### config.mk
export PLATFORM = sky130hd
export DESIGN_NAME = axi_intr_ctrl_n
export DESIGN_NICKNAME = d
export VERILOG_FILES = /design/src/rtl/axi_intr_ctrl_n.sv
export SDC_FILE = /design/constraint.sdc
export NUM_CORES = 1
export LEC_CHECK = 0
export CORE_MARGIN = 1
export CORE_UTILIZATION = 45
export CTS_CLUSTER_SIZE = 8
export DETAILED_ROUTE_END_ITERATION = 12
export HOLD_SLACK_MARGIN = 0.15
export PLACE_DENSITY = 0.83
export SLEW_MARGIN = 40
export SYNTH_ARGS = -nofsm -noshare
export SYNTH_HDL_FRONTEND = slang
export SYNTH_SLANG_ARGS = --single-unit
### constraint.sdc
create_clock -name ACLK -period 3.9 [get_ports ACLK]
set_clock_uncertainty 0.2 [all_clocks]
set_input_delay 0.78 -clock ACLK [delete_from_list [all_inputs] [get_ports ACLK]]
set_output_delay 0.78 -clock ACLK [all_outputs]
set_load 0.01 [all_outputs]
### src/rtl/axi_intr_ctrl_n.sv
// AXI4-Lite interrupt controller: N_SRC synchronised sources with per-source
// edge/level mode and polarity, aggregated onto a single irq line.
module axi_intr_ctrl_n #(
    parameter int unsigned N_SRC            = 4,
    parameter int unsigned SYNC_STAGES      = 2,
    parameter logic        IRQ_ACTIVE_STATE = 1'b1,
    parameter int unsigned IRQ_SENSITIVITY  = 0,
    parameter int unsigned ADDR_W           = 5
) (
    input  logic              ACLK,
    input  logic              ARESET,
    input  logic [N_SRC-1:0]  intr_src,
    output logic              irq,
    input  logic [ADDR_W-1:0] S_AXI_AWADDR,
    input  logic              S_AXI_AWVALID,
    output logic              S_AXI_AWREADY,
    input  logic [31:0]       S_AXI_WDATA,
    input  logic [3:0]        S_AXI_WSTRB,
    input  logic              S_AXI_WVALID,
    output logic              S_AXI_WREADY,
    output logic [1:0]        S_AXI_BRESP,
    output logic              S_AXI_BVALID,
    input  logic              S_AXI_BREADY,
    input  logic [ADDR_W-1:0] S_AXI_ARADDR,
    input  logic              S_AXI_ARVALID,
    output logic              S_AXI_ARREADY,
    output logic [31:0]       S_AXI_RDATA,
    output logic [1:0]        S_AXI_RRESP,
    output logic              S_AXI_RVALID,
    input  logic              S_AXI_RREADY
);

    localparam int unsigned OFS_W = ADDR_W - 2;

    localparam logic [OFS_W-1:0] OFS_GIE  = OFS_W'(0);
    localparam logic [OFS_W-1:0] OFS_IER  = OFS_W'(1);
    localparam logic [OFS_W-1:0] OFS_RAW  = OFS_W'(2);
    localparam logic [OFS_W-1:0] OFS_ACK  = OFS_W'(3);
    localparam logic [OFS_W-1:0] OFS_PEND = OFS_W'(4);
    localparam logic [OFS_W-1:0] OFS_MODE = OFS_W'(5);
    localparam logic [OFS_W-1:0] OFS_POL  = OFS_W'(6);

    // Register state
    logic             gie;
    logic [N_SRC-1:0] ier;
    logic [N_SRC-1:0] mode;
    logic [N_SRC-1:0] pol;
    logic [N_SRC-1:0] pend;
    logic [N_SRC-1:0] s_d;
    logic [N_SRC-1:0] hist_vld;
    logic             irq_lvl_q;
    logic             irq_q;

    // AXI handshake state
    logic        awready_q;
    logic        bvalid_q;
    logic        arready_q;
    logic        rvalid_q;
    logic [31:0] rdata_q;

    // Combinational next-state
    logic             gie_nx;
    logic [N_SRC-1:0] ier_nx;
    logic [N_SRC-1:0] mode_nx;
    logic [N_SRC-1:0] pol_nx;
    logic [N_SRC-1:0] ack_clr;
    logic [N_SRC-1:0] src_sync;
    logic [N_SRC-1:0] s;
    logic [N_SRC-1:0] edge_evt;
    logic [N_SRC-1:0] pend_set;
    logic [N_SRC-1:0] pend_nx;
    logic [N_SRC-1:0] hist_clr;
    logic             irq_lvl_nx;
    logic             irq_fire;
    logic [31:0]      strb_mask;
    logic [31:0]      wr_bits;
    logic [31:0]      rd_mux;
    logic             wr_en;
    logic             rd_en;
    logic [OFS_W-1:0] wr_ofs;
    logic [OFS_W-1:0] rd_ofs;
    logic             unused_addr_lsb;

    assign unused_addr_lsb = ^{S_AXI_AWADDR[1:0], S_AXI_ARADDR[1:0]};

    // Input synchroniser chain (bypassed when SYNC_STAGES is 0)
    generate
        if (SYNC_STAGES == 0) begin : g_nosync
            assign src_sync = intr_src;
        end else begin : g_sync
            logic [N_SRC-1:0] sync_ff [SYNC_STAGES];

            // Shift raw sources through the synchroniser flops
            always_ff @(posedge ACLK or posedge ARESET) begin
                if (ARESET) begin
                    for (int unsigned k = 0; k < SYNC_STAGES; k++) begin
                        sync_ff[k] <= '0;
                    end
                end else begin
                    sync_ff[0] <= intr_src;
                    for (int unsigned k = 1; k < SYNC_STAGES; k++) begin
                        sync_ff[k] <= sync_ff[k-1];
                    end
                end
            end

            assign src_sync = sync_ff[SYNC_STAGES-1];
        end
    endgenerate

    assign wr_en     = awready_q & S_AXI_AWVALID & S_AXI_WVALID;
    assign rd_en     = arready_q & S_AXI_ARVALID;
    assign wr_ofs    = S_AXI_AWADDR[ADDR_W-1:2];
    assign rd_ofs    = S_AXI_ARADDR[ADDR_W-1:2];
    assign strb_mask = {{8{S_AXI_WSTRB[3]}}, {8{S_AXI_WSTRB[2]}},
                        {8{S_AXI_WSTRB[1]}}, {8{S_AXI_WSTRB[0]}}};
    assign wr_bits   = S_AXI_WDATA & strb_mask;

    // Register write decode with per-byte strobes
    always_comb begin
        gie_nx  = gie;
        ier_nx  = ier;
        mode_nx = mode;
        pol_nx  = pol;
        ack_clr = '0;
        if (wr_en) begin
            case (wr_ofs)
                OFS_GIE:  gie_nx  = S_AXI_WSTRB[0] ? S_AXI_WDATA[0] : gie;
                OFS_IER:  ier_nx  = N_SRC'((32'(ier)  & ~strb_mask) | wr_bits);
                OFS_ACK:  ack_clr = N_SRC'(wr_bits);
                OFS_MODE: mode_nx = N_SRC'((32'(mode) & ~strb_mask) | wr_bits);
                OFS_POL:  pol_nx  = N_SRC'((32'(pol)  & ~strb_mask) | wr_bits);
                default:  ;
            endcase
        end
    end

    // Source conditioning, edge detection and pending update (set beats ack)
    always_comb begin
        s          = src_sync ^ pol;
        edge_evt   = s & ~s_d & hist_vld;
        pend_set   = ier & ((mode & edge_evt) | (~mode & s));
        pend_nx    = (pend & ~ack_clr) | pend_set;
        hist_clr   = (mode_nx ^ mode) | (pol_nx ^ pol);
        irq_lvl_nx = gie & (|(pend & ier));
        irq_fire   = (IRQ_SENSITIVITY == 0) ? irq_lvl_nx : (irq_lvl_nx & ~irq_lvl_q);
    end

    // Read data mux; unused bits and unmapped offsets read as zero
    always_comb begin
        rd_mux = '0;
        case (rd_ofs)
            OFS_GIE:  rd_mux = 32'(gie);
            OFS_IER:  rd_mux = 32'(ier);
            OFS_RAW:  rd_mux = 32'(s);
            OFS_PEND: rd_mux = 32'(pend);
            OFS_MODE: rd_mux = 32'(mode);
            OFS_POL:  rd_mux = 32'(pol);
            default:  rd_mux = '0;
        endcase
    end

    // Control/status registers, edge history and irq generation
    always_ff @(posedge ACLK or posedge ARESET) begin
        if (ARESET) begin
            gie       <= 1'b0;
            ier       <= '0;
            mode      <= '0;
            pol       <= '0;
            pend      <= '0;
            s_d       <= '0;
            hist_vld  <= '0;
            irq_lvl_q <= 1'b0;
            irq_q     <= ~IRQ_ACTIVE_STATE;
        end else begin
            gie       <= gie_nx;
            ier       <= ier_nx;
            mode      <= mode_nx;
            pol       <= pol_nx;
            pend      <= pend_nx;
            s_d       <= s & ~hist_clr;
            hist_vld  <= ~hist_clr;
            irq_lvl_q <= irq_lvl_nx;
            irq_q     <= irq_fire ? IRQ_ACTIVE_STATE : ~IRQ_ACTIVE_STATE;
        end
    end

    // Write channel: accept AW+W together, hold response until BREADY
    always_ff @(posedge ACLK or posedge ARESET) begin
        if (ARESET) begin
            awready_q <= 1'b0;
            bvalid_q  <= 1'b0;
        end else begin
            awready_q <= ~awready_q & S_AXI_AWVALID & S_AXI_WVALID & ~bvalid_q;
            if (wr_en) begin
                bvalid_q <= 1'b1;
            end else if (S_AXI_BREADY) begin
                bvalid_q <= 1'b0;
            end
        end
    end

    // Read channel: one-cycle latency, data held until RREADY
    always_ff @(posedge ACLK or posedge ARESET) begin
        if (ARESET) begin
            arready_q <= 1'b0;
            rvalid_q  <= 1'b0;
            rdata_q   <= '0;
        end else begin
            arready_q <= ~arready_q & S_AXI_ARVALID & ~rvalid_q;
            if (rd_en) begin
                rvalid_q <= 1'b1;
                rdata_q  <= rd_mux;
            end else if (S_AXI_RREADY) begin
                rvalid_q <= 1'b0;
            end
        end
    end

    assign irq           = irq_q;
    assign S_AXI_AWREADY = awready_q;
    assign S_AXI_WREADY  = awready_q;
    assign S_AXI_BRESP   = 2'b00;
    assign S_AXI_BVALID  = bvalid_q;
    assign S_AXI_ARREADY = arready_q;
    assign S_AXI_RDATA   = rdata_q;
    assign S_AXI_RRESP   = 2'b00;
    assign S_AXI_RVALID  = rvalid_q;

endmodule

# Word-level counts from Yosys, hierarchy flattened
# Cells that the tools add are included.
# word_totals
register_bits,70
latch_bits,0
ramBits,0
rom_bits,0
out_inout_bits,42
word_cells,82
n_memories,0
# op_classes
addsub,0
multipliers,0
div_mod_pow,0
order_cmp,0
n_eq_ne,9
n_shift,0
muxes,12
bitwise_logic,39
n_reduce_logical,7
# op_table
operator,n
4-bit bitwise AND,12
4-bit two-way mux,6
4-bit OR,6
4-bit case mux with 6 select lines,1
4-bit NOT,5
3-bit equality test (second input constant),5
4-bit XOR,3
1-bit bitwise AND,9
3-bit by 1-bit equality test with 1-bit output (second input constant),2
3-bit by 2-bit equality test with 1-bit output (second input constant),2
3-bit zero test,2
1-bit two-way mux,5
1-bit NOT,4
2-bit nonzero test,2
4-bit OR reduction,1
3-bit AND reduction,1
2-bit AND reduction,1

# Depth between registers and ports, before layout
# Gate-level depths: netlist of run 1.
# logic_depth
word_depth,9
depth_mapped,5
depth_no_buf,4

# Worst setup path after synthesis of run 1
# OpenSTA, ideal clock, no wires.
# synth_timing
path_type,input-to-reg
startpoint,in S_AXI_ARADDR[3]
endpoint,"reg rdata_q[0], in the netlist S_AXI_RDATA[0]"
arrival_time_ns,1.596
required_ns,3.575
path_slack_ns,1.980
path_stages,5
path_buffers,1
cell_sequence,buf_6 nor4bb_1 a311oi_1 o22ai_1 mux2_2
# synth_via
elab_chain_cells,2
word_cells_on_any_way,7
cone_classes,5 x eq/ne; 1 x mux; 1 x reduce/logical
# synth_rtl
item,line_no,text
start: declaration,24,"input logic [ADDR_W-1:0] S_AXI_ARADDR,"
"3-bit equality test, or another cell as far along",152,case (rd_ofs)
4-bit case mux with 6 select lines *,152,
end signal: assignment,213,rdata_q <= rd_mux;
end: declaration,59,logic [31:0] rdata_q;
# Mark *: on every way between the ends. The rest lies on a longest branch, timed or not.
# A chain may end at the register's enable or synchronous reset.

# Worst setup path after layout of run 1
# Same ends and word-level chain as after synthesis.

==> impl_metrics.py, run 1 <==
metrics = {
    "run": {
        "drv_cap": 0,
    },
    "status": {
        "violations": "design-rule violations",
        "status": "finished with violations",
    },
    "synthesis": {
        "synth_top_flop_cell": "dfrtp_1",
        "synth.area.top_cells": "dfrtp_1 (49%), buf_4 (12%), mux2_1 (5.8%)",
        "synth_most_common_cell": "dfrtp_1",
        "yosysUniqueCellTypes": 39,
        "synth-edff-count": 0,
        "synth_common_cells": "dfrtp_1 (42), buf_4 (33), mux2_1 (11), nand2b_1 (11), nand2_1 (10)",
        "syn_area_um2": 2150,
        "yosysTopAreaCell": "dfrtp_1",
        "yosysWarnings": 0,
        "synth_top_area_frac": 0.488,
        "ys_ff_latch": 42,
        "syn_inst": 193,
        "avgSynthCellArea_um2": 11.2,
        "seq_area_frac_synth": 0.488,
        "async_flop_share": 1.00,
    },
    "timing": {
        "whs_ns": 0.151,
        "period_share": 0.595,
        "slew_viol_final": 0,
        "period_needed_ns": 2.32,
        "totalNegativeSetupSlack_ns": 0,
        "fin_ws_ns": 1.58,
        "setup_viol": 0,
        "hold_violations": 0,
        "fmax_ghz": 0.431,
        "grt_setup_unrepaired": "false",
    },
    "finish": {
        "design_area_um2": 2490,
        "nets": 284,
        "insertedDiodeCount": 0,
        "finalNonFillerCells": 280,
        "drive_above_1_share": 0.101,
        "area_growth_pct": 15.9,
    },
    "floorplanning": {
        "core_um2": 4470,
        "die_h_um": 71.2,
        "io_pins": 99,
        "start_util": 0.481,
        "die_x_um": 71.2,
        "num_rows": 24,
        "die-area_um2": 5060,
    },
    "pwr": {
        "p_leak_nw": 1.11,
        "ir_drop_uv": 175,
        "power_density_nw_per_um2": 416,
    },
    "place": {
        "pre_cts_ws_ns": 1.26,
        "dp_hpwl_mm": 2.96,
        "dp.cells": 272,
        "placed_area_um2": 2380,
        "portBuffers": 31,
        "place.gp.congestion": 0.758,
    },
    "drt": {
        "wirelength_mm": 3.84,
        "drcViolationCount": 6,
        "first_pass_iters": 12,
        "wl_per_cell_um": 13.7,
        "ant_nets": 0,
        "via_per_inst": 5.19,
        "drt_iter0_drc": 66,
        "num_vias": 1454,
    },
    "global_route": {
        "grt_pass1_vias": 1399,
        "antenna_found_initial": 0,
        "grt_usage": 0.170,
        "grt_max_degree": 25,
        "grt_remaining_overflow": 0,
        "grt_first_pass_wirelength_mm": 6.49,
    },
    "hold_path": {
        "hold_path.class": "register to register",
    },
    "worst_setup_path": {
        "start_kind": "input port",
        "end_kind": "register",
        "cp.arrival_ns": 2.30,
        "crit_type": "input port to register",
        "cp.required_ns": 3.88,
        "worstPathMaxFanout": 10,
    },
    "clocking": {
        "path_clk_slew_ns": 0.08,
        "cts_resized": 0,
        "post-cts-setup-buffers": 0,
        "cts-root-buf": "clkbuf_8",
        "clk_latency_ns": 0.29,
        "cts_tree": "done",
        "ctsHoldBuffers": 0,
        "htree_levels": 2,
        "cts_buffers": 5,
        "cts.sinks": 42,
        "clock_path_buffers": 2,
    },
}
## final timing paths
check / startpoint / endpoint / slack [ns] / depth (start not counted)
setup / recovery: S_AXI_ARADDR[3] / S_AXI_RDATA[0] / 1.58 / 5
hold / removal: g_sync.sync_ff[5] / src_sync[1] / 0.15 / 0
setup reg to reg: S_AXI_AWREADY / pol[0] / 2.21 / 4
hold reg to reg: g_sync.sync_ff[5] / src_sync[1] / 0.15 / 0
max in group asynchronous: ARESET / pol[0] / 2.35 / 3
min in group asynchronous: ARESET / mode[3] / 0.62 / 2
## per-layer routing
layer,GRT usage,part of all wire,vias up
li1,-,-,695
met1,0.199,0.43,695
met2,0.297,0.50,57
met3,0.0541,0.063,7
met4,0.0533,0.015,0
met5,0,0,-
## cell type report
class                           instances  area [um2]
Inverter                                5        18.8
Clock buffer                            8         110
Tap cell                               52        65.1
Sequential cell                        42        1050
Multi-Input combinational cell        140         925
Timing Repair Buffer                   33         325
Fill cell                             405        1980
## per-stage QoR
| step | total power, mW | util |
|---|---|---|
| after floorplan | 0.666 | - |
| after global placement | 0.714 | 0.533 |
| after detailed placement | 0.725 | 0.533 |
| after CTS | 1.05 | 0.558 |
| after global routing | 1.09 | 0.558 |
| final | 1.04 | 0.558 |
## cell usage in the layout, fill, tap and decap left out, types with 4 or more instances in the layout
cell type / count
nand3_1: 5
mux2_2: 9
clkdlybuf4s50_1: 31
inv_1: 4
a22oi_1: 6
conb_1: 32
dfrtp_1: 42
a21oi_1: 8
xnor2_1: 5
clkbuf_8: 8
nand2b_1: 11
mux2_1: 11
nand2_1: 10
## critical path, stage by stage
cell and delay [ns]:
clkdlybuf4s50_1 0.69, inv_1 0.14, a311oi_1 0.29, o22ai_1 0.13, mux2_2 0.27
## cell families after synthesis
group                  count (synthesis)  synth area share
AO/OA/AOI/OAI                         39             0.129
XOR/XNOR                               5            0.0203
buffers and inverters                 42             0.136
flip-flops                            42             0.488
multiplexers                          21             0.109
other                                  1           0.00174
AND/OR/NAND/NOR                       43             0.115
## flip-flops by register name (all words and copies together) (netlist names), 4 cells and up, named ones only
name,count
S_AXI_RDATA,4
pend,4
src_sync,4
g_sync.sync_ff,4
s_d,4
hist_vld,4
pol,4
mode,4
## power by group
| group | total, mW | switching (mW) | internal (mW) |
|---|---|---|---|
| sequential | 0.528 | 0.0424 | 0.486 |
| combinational | 0.189 | 0.0853 | 0.104 |
| clock | 0.321 | 0.143 | 0.179 |
(Power assumes the default switching activity.)
==> inputs of run 2 (changes only) <==
--- a/config.mk
+++ b/config.mk
@@ -6,11 +6,11 @@
 export NUM_CORES = 1
 export LEC_CHECK = 0
 export CORE_MARGIN = 1
-export CORE_UTILIZATION = 45
+export CORE_UTILIZATION = 41
 export CTS_CLUSTER_SIZE = 8
 export DETAILED_ROUTE_END_ITERATION = 12
 export HOLD_SLACK_MARGIN = 0.15
-export PLACE_DENSITY = 0.83
+export PLACE_DENSITY = 0.77
 export SLEW_MARGIN = 40
 export SYNTH_ARGS = -nofsm -noshare
 export SYNTH_HDL_FRONTEND = slang
==> constraint.sdc (replaced) <==
create_clock -name ACLK -period 2.29 [get_ports ACLK]
set_clock_uncertainty 0.2 [all_clocks]
set_input_delay 0.458 -clock ACLK [delete_from_list [all_inputs] [get_ports ACLK]]
set_output_delay 0.458 -clock ACLK [all_outputs]
set_load 0.01 [all_outputs]
==> run 2 against run 1 <==
  * Die area increased by 9.5%
  * Wire length increased by 3.5%
  * Sequential share of layout area decreased by 1.4 points
  * Cell area increased by 3.5%
  * Critical path type unchanged
  * The flow now finishes without violations
  * Non-clock buffer count increased by 11
  * Final cell count increased by 10%
  * Largest power group unchanged
==> impl_metrics.py, run 2 (synthesis gave the netlist of run 1 again) <==
metrics = {
    "global_route": {
        "grt_usage": 0.161,
        "grt_max_degree": 43,
        "grt_remaining_overflow": 0,
        "antenna_found_initial": 0,
        "grt_first_pass_wirelength_mm": 6.42,
        "grt_pass1_vias": 1350,
    },
    "clocking": {
        "cts_resized": 0,
        "cts_buffers": 5,
        "cts_tree": "done",
        "ctsHoldBuffers": 0,
        "cts.sinks": 42,
        "htree_levels": 2,
        "cts-root-buf": "clkbuf_8",
        "clk_latency_ns": 0.29,
        "path_clk_slew_ns": 0.08,
        "clock_path_buffers": 2,
        "post-cts-setup-buffers": 0,
    },
    "pwr": {
        "power_density_nw_per_um2": 666,
        "clkPwrFrac": 0.287,
        "ir_drop_uv": 357,
        "p_comb_frac": 0.192,
        "totalPowerFinal_mw": 1.72,
        "p_int_mw": 1.26,
        "p_leak_nw": 1.16,
        "pwr-share-seq": 0.521,
        "switchingPower_uw": 463,
        "switching_share": 0.270,
    },
    "worst_setup_path": {
        "critPathSlowestCell": "clkdlybuf4s50_1",
        "slowest_delay_ns": 0.63,
        "path_cells": "clkdlybuf4s50_1 > or3b_1 > a21oi_1 > a21oi_1 > o31ai_1",
        "start_kind": "input port",
        "crit_type": "input port to register",
        "worstPathMaxFanout": 12,
        "cp.arrival_ns": 1.96,
        "critPathBufInv": 1,
        "cpMostUsedCell": "a21oi_1",
        "end_kind": "register",
        "cpLargestDelayFamily": "buffers and inverters",
        "cp.required_ns": 2.29,
    },
    "floorplanning": {
        "die_h_um": 74.5,
        "die_x_um": 74.5,
        "io_pins": 99,
        "start_util": 0.424,
        "core_um2": 5070,
        "die-area_um2": 5540,
        "num_rows": 26,
    },
    "drt": {
        "num_vias": 1502,
        "first_pass_iters": 4,
        "drcViolationCount": 0,
        "drt_iter0_drc": 136,
        "wirelength_mm": 3.98,
        "wl_per_cell_um": 12.9,
        "ant_nets": 0,
        "via_per_inst": 4.86,
    },
    "timing": {
        "period_share": 0.853,
        "hold_violations": 0,
        "period_needed_ns": 1.95,
        "whs_ns": 0.152,
        "fmax_ghz": 0.512,
        "worstMarginPinSlew_ns": 0.522,
        "slew_viol_final": 0,
        "slew_headroom": 0.652,
        "grt_setup_unrepaired": "false",
        "setup_viol": 0,
        "totalNegativeSetupSlack_ns": 0,
        "fin_ws_ns": 0.338,
    },
    "finish": {
        "utilization": 0.509,
        "layout_common_cells": "dfrtp_1 (42), conb_1 (32), clkdlybuf4s50_1 (31), buf_4 (13)",
        "drive_above_1_share": 0.134,
        "area_growth_pct": 19.9,
        "nets": 295,
        "finalNonFillerCells": 309,
        "fillers": 487,
        "insertedDiodeCount": 0,
        "design_area_um2": 2580,
        "final_common_cell": "dfrtp_1",
    },
    "place": {
        "dp_hpwl_mm": 3.00,
        "place.gp.congestion": 0.881,
        "portBuffers": 31,
        "placed_area_um2": 2490,
        "dp.cells": 301,
        "pre_cts_ws_ns": 0.0340,
    },
    "run": {
        "drv_cap": 0,
    },
    "hold_path": {
        "hold_path.class": "register to register",
    },
    "status": {
        "status": "completed",
    },
}
-- run 2: cell types whose count changed in the layout (fill, tap and decap cells not counted) --
cell,change
buf_4,+11
clkbuf_1,+1
clkbuf_8,-2
clkinv_2,+1
inv_1,+1
inv_2,-1
-- run 2: layer usage --
layer / GRT usage / up-vias / wire length (um)
met5: 0 / - / 0
met4: 0.0713 / 0 / 72
met3: 0.0461 / 7 / 206
met2: 0.254 / 47 / 1960
met1: 0.205 / 727 / 1730
li1: - / 721 / -
-- run 2: power by group through the flow --
stage	Combinational, mW	Sequential (mW)	Clock (mW)
floorplan	0.232	0.901	0
detailed placement	0.334	0.909	0
global route	0.364	0.908	0.539
global placement	0.324	0.909	0
finish	0.331	0.895	0.494
CTS	0.334	0.896	0.510
-- run 2: final timing paths --
| path | from | to | slack [ns] | depth (start not counted) |
|---|---|---|---|---|
| max reg2reg | S_AXI_AWREADY | pol[1] | 0.60 | 4 |
| max | S_AXI_ARADDR[4] | S_AXI_RDATA[2] | 0.34 | 5 |
| min reg2reg | g_sync.sync_ff[6] | src_sync[2] | 0.15 | 0 |
| max in group asynchronous | ARESET | pol[3] | 1.13 | 3 |
| min in group asynchronous | ARESET | g_sync.sync_ff[6] | 0.39 | 3 |
| min | g_sync.sync_ff[6] | src_sync[2] | 0.15 | 0 |
-- run 2: cell type report --
class                      instances  area [um2]  area share
clock inverter                     1        5.00     0.00194
timing repair buffer              44         408       0.158
clock buffer                       7        86.3      0.0334
tap                               70        87.6      0.0339
sequential                        42        1050       0.407
inverter                           5        18.8     0.00727
multi-input combinational        140         925       0.358
==> inputs of run 3 (changes only) <==
--- a/config.mk
+++ b/config.mk
@@ -5,6 +5,7 @@
 export SDC_FILE = /design/constraint.sdc
 export NUM_CORES = 1
 export LEC_CHECK = 0
+export CAP_MARGIN = 20
 export CORE_MARGIN = 1
 export CORE_UTILIZATION = 41
 export CTS_CLUSTER_SIZE = 8
==> results of run 3 <==
Final layout, timing and power as in run 2 (identical DEF).
